[src/rtl/fetch_stage.sv]
// fetch_stage: instruction-fetch stage of the five-stage MIPS pipeline.
// Holds the fetch PC that addresses the combinational instruction memory and
// registers the returned instruction, its PC and PC+8 into the IF/ID register.
//
// Ports:
//   clk            rising-edge clock
//   reset          asynchronous, active-high reset
//   stall          freeze PC, IF/ID and the fetch counter
//   clr_d          load a bubble into IF/ID on the next advancing edge
//   redirect_valid control transfer taken by the instruction in D
//   redirect_pc    target from D (bits [1:0] ignored)
//   instr_f        instruction returned by IM for pc_f
//   pc_f           registered fetch address
//   instr_d        IF/ID instruction
//   pc_d           IF/ID PC of instr_d
//   pc8_d          IF/ID link value pc_d+8
//   valid_d        IF/ID holds a real instruction (0 = bubble)
//   fetch_count    advancing edges since reset
module fetch_stage #(
    parameter logic [31:0] RESET_PC = 32'h0000_3000,
    parameter logic [31:0] PC_STEP  = 32'd4
) (
    input  logic        clk,
    input  logic        reset,
    input  logic        stall,
    input  logic        clr_d,
    input  logic        redirect_valid,
    input  logic [31:0] redirect_pc,
    input  logic [31:0] instr_f,
    output logic [31:0] pc_f,
    output logic [31:0] instr_d,
    output logic [31:0] pc_d,
    output logic [31:0] pc8_d,
    output logic        valid_d,
    output logic [31:0] fetch_count
);

    logic [31:0] pc_seq;
    logic [31:0] pc_next;

    // Sequential and redirect targets are both word-aligned so pc_f[1:0]
    // can never leave 2'b00.
    always_comb begin
        pc_seq  = pc_f + PC_STEP;
        pc_next = {pc_seq[31:2], 2'b00};
        if (redirect_valid) begin
            pc_next = {redirect_pc[31:2], 2'b00};
        end
    end

    always_ff @(posedge clk or posedge reset) begin
        if (reset) begin
            pc_f <= RESET_PC;
        end else if (!stall) begin
            pc_f <= pc_next;
        end
    end

    // A redirect does not flush IF/ID: the instruction fetched alongside the
    // branch in D is its delay slot and must still advance.
    always_ff @(posedge clk or posedge reset) begin
        if (reset) begin
            instr_d <= '0;
            pc_d    <= '0;
            pc8_d   <= '0;
            valid_d <= 1'b0;
        end else if (!stall) begin
            if (clr_d) begin
                instr_d <= '0;
                pc_d    <= '0;
                pc8_d   <= '0;
                valid_d <= 1'b0;
            end else begin
                instr_d <= instr_f;
                pc_d    <= pc_f;
                pc8_d   <= pc_f + 32'd8;
                valid_d <= 1'b1;
            end
        end
    end

    always_ff @(posedge clk or posedge reset) begin
        if (reset) begin
            fetch_count <= '0;
        end else if (!stall) begin
            fetch_count <= fetch_count + 32'd1;
        end
    end

endmodule

[config.mk]
export PLATFORM = sky130hd
export DESIGN_NAME = fetch_stage
export DESIGN_NICKNAME = d
export VERILOG_FILES = /design/src/rtl/fetch_stage.sv
export SDC_FILE = /design/constraint.sdc
export NUM_CORES = 1
export LEC_CHECK = 0
export BUFFER_PORTS_ARGS = -buffer_cell sky130_fd_sc_hd__buf_2
export CAP_MARGIN = 15
export CELL_PAD_IN_SITES_DETAIL_PLACEMENT = 1
export CELL_PAD_IN_SITES_GLOBAL_PLACEMENT = 2
export CORE_MARGIN = 2
export CORE_UTILIZATION = 31
export CTS_CLUSTER_SIZE = 30
export DETAILED_ROUTE_END_ITERATION = 16
export PLACE_DENSITY_LB_ADDON = 0.1
export SETUP_SLACK_MARGIN = 0.4
export SLEW_MARGIN = 25
export SYNTH_ARGS = -nofsm -noshare
export SYNTH_HDL_FRONTEND = slang
export SYNTH_SLANG_ARGS = --single-unit
[constraint.sdc]
create_clock -name clk -period 6.2 [get_ports clk]
set_input_delay 0.31 -clock clk [delete_from_list [all_inputs] [get_ports clk]]
set_output_delay 0.31 -clock clk [all_outputs]
set_load 0.01 [all_outputs]
==> metrics.txt <==
RSZ-0062 raised after global routing no; CP arrival 3.02 ns; Congestion Overflow GR 0; PwrDens 310 nW/um2; initial cell density of the core 31.4%; multiplexer area fraction after synthesis 1.13%; storage element area approximately 3900 um2; # Post-CTS Setup Buffers 0; post-synthesis cell count roughly 720; Tmin final 2.73 ns; core area ~23,000 um2; Final GP Congestion between 0.7 and 0.8; # rows 56; drt via density 5.08; CP endpoint kind register; distinct cell type count after synthesis 60; asr flop ratio synth 100%; chip height ~160 um; synthesized flop and latch total between 150 and 200; Clock Skew 0.0120 ns; placed insts ~1,200; crit-path max FO 11; antenna violations before repair 1; crit share post-route 44.0%; CTS tree done; hold buffer count at cts 0; startpoint types register; critical path class reg -> reg; Synth Flop Type dfrtp_1; Peak VDD IR 122 uV; DR DRC count 0; post-synthesis sequential area ratio ~53%; # diodes 0; fillers 2,682; Hold Slack approximately 0.017 ns; Slew HR 36.5%; total clock sinks ~150; final setup TNS 0 ns; root buffer cell clkbuf_16; DRT Pass-1 Iters 4; Clock Path Buffers 2; number of global-route vias before repair about 6,400; Top Ports 230; Avg WL per Cell 19.4 um; Port Buffer Count around 220; Fin. Hold Viols 0; largest family of logic cells by synthesized area simple AND/OR/NAND/NOR gates; post-route ant nets 0; Cell Area, Synth 7330 um2; outcome complete, no violations; Final #Nets between 900 and 1,000; largest net degree at the start of global routing 90; CTS buffer count 17; commonest cells after routing, fill and taps aside buf_2 (220), dfrtp_1 (152), nand2_1 (96); Core Util, Final 39.6%; Leak 0.00440 uW; die width approximately 160 um; Adder-Cell Fraction of Synth Area less than 1%; GRT Util Overall 19.3%; Max Slew Vio Count 0; first-pass GRT wire length 37.0 mm; post-synthesis simple-gate area fraction a little under a fifth; Slew @ Worst Pin 0.952 ns; Area Growth Syn to Fin 26.0%; worst path required time about 6.5 ns; clock slew at reported path FFs 0.07 ns; most common cell after layout, fill and taps aside buf_2; Initial DRC Count 372; worst min path class in -> async; routed vias about 6,300; Detailed Place HPWL approximately 17 mm; H-tree levels 4; Avg Inst Size Synth just over 10 um2; MaxCap Viol Count 0; Synth Area in Compound Gates roughly 16%; final cell count without fillers 1,232; worst-skew pair later-pin latency between 0.4 and 0.5 ns; Synth Area in XOR/XNOR 6.93%; multi-input logic area roughly 3200 um2; Max Clock Freq 0.367 GHz; fraction of layout cells with a size suffix above 1 30.7%; Yosys warnings 0; final wirelength 23.9 mm; EDFF count, synth 0; post_cts resized 0; die area 24,900 um2; # setup viols final 0; Overall Power roughly 2900 uW
==> flip-flops by register name, indices dropped and copies added, names as in the netlist <==
register     cells
fetch_count     32
instr_d         32
pc_f            30
pc_d            30
pc8_d           29
valid_d          1
==> layer usage <==
layer,GRT usage (%),part of all wire (%),up-vias,routed length (um)
met4,5.97,1.3,2,309
met1,25.3,45,3131,10700
met3,3.75,5.7,22,1350
li1,-,-,2918,-
met5,0,0.033,-,8
met2,32.3,48,181,11500
==> worst paths after layout <==
| kind | from | to | slack (ns) | cells after the start |
|---|---|---|---|---|
| max | pc_f[2] | pc_f[14] | 3.47 | 5 |
| min | reset | fetch_count[30] | 0.02 | 2 |
| max reg2reg | pc_f[2] | pc_f[14] | 3.47 | 5 |
| min reg2reg | pc8_d[3] | pc8_d[3] | 0.48 | 2 |
| max in group asynchronous | reset | pc_d[31] | 4.92 | 3 |
| min in group clk | instr_f[17] | instr_d[17] | 0.10 | 2 |
==> cell usage after synthesis, types with 5 or more instances <==
cell / number / share of area [%]
dfrtp_1: 152 / 52
nand2_1: 96 / 4.9
o21ai_0: 67 / 4.6
a22o_1: 49 / 5.9
clkbuf_1: 37 / 1.9
xnor2_1: 36 / 4.3
nor2_1: 33 / 1.7
xor2_1: 22 / 2.6
nand3_1: 21 / 1.4
nand4_1: 20 / 1.7
nor3_1: 15 / 1.0
and3_1: 11 / 0.94
buf_4: 11 / 1.1
a21oi_1: 10 / 0.68
nor4_1: 10 / 0.85
a22oi_1: 9 / 0.92
buf_2: 9 / 0.61
nor2b_1: 8 / 0.68
a31oi_1: 7 / 0.60
mux2i_1: 6 / 0.82
a32oi_1: 5 / 0.60
and4_1: 5 / 0.60
inv_1: 5 / 0.26
nand2b_1: 5 / 0.43
or2_2: 5 / 0.43
==> worst max-delay path, stage by stage (launching register included) <==
cell and delay, ns:
dfrtp_1 0.64, ha_1 0.31, nand3_2 0.22, nor4_1 0.88, o21ai_0 0.17, a221o_1 0.38
==> metrics by stage <==
step	instance area, um2	setup WS, ns
2_1_floorplan	7350	1.74
3_3_place_gp	8570	3.44
3_5_place_dp	8600	3.42
4_1_cts	9240	3.43
5_1_grt	9240	3.18
6_report	9240	3.47
==> area by class of cell <==
cell class,count,share of cell area [%]
Inverter,6,0.298
Sequential cell,154,41.7
Timing Repair Buffer,225,12.6
Tap cell,319,4.32
Multi-Input combinational cell,496,34.2
Clock buffer,20,4.83
Clock inverter,12,2.06
==> power by group <==
group	switching [uW]	internal, uW
Sequential	150	1120
Combinational	271	201
Clock	434	692
Total	854	2010
==> cell families after synthesis <==
family	Yosys count
fa+ha+maj	3
xor+xnor	58
mux	8
buf+inv	72
compound gates	170
other cells	1
flops	154
simple gates	251
(Power assumes the default switching activity.)
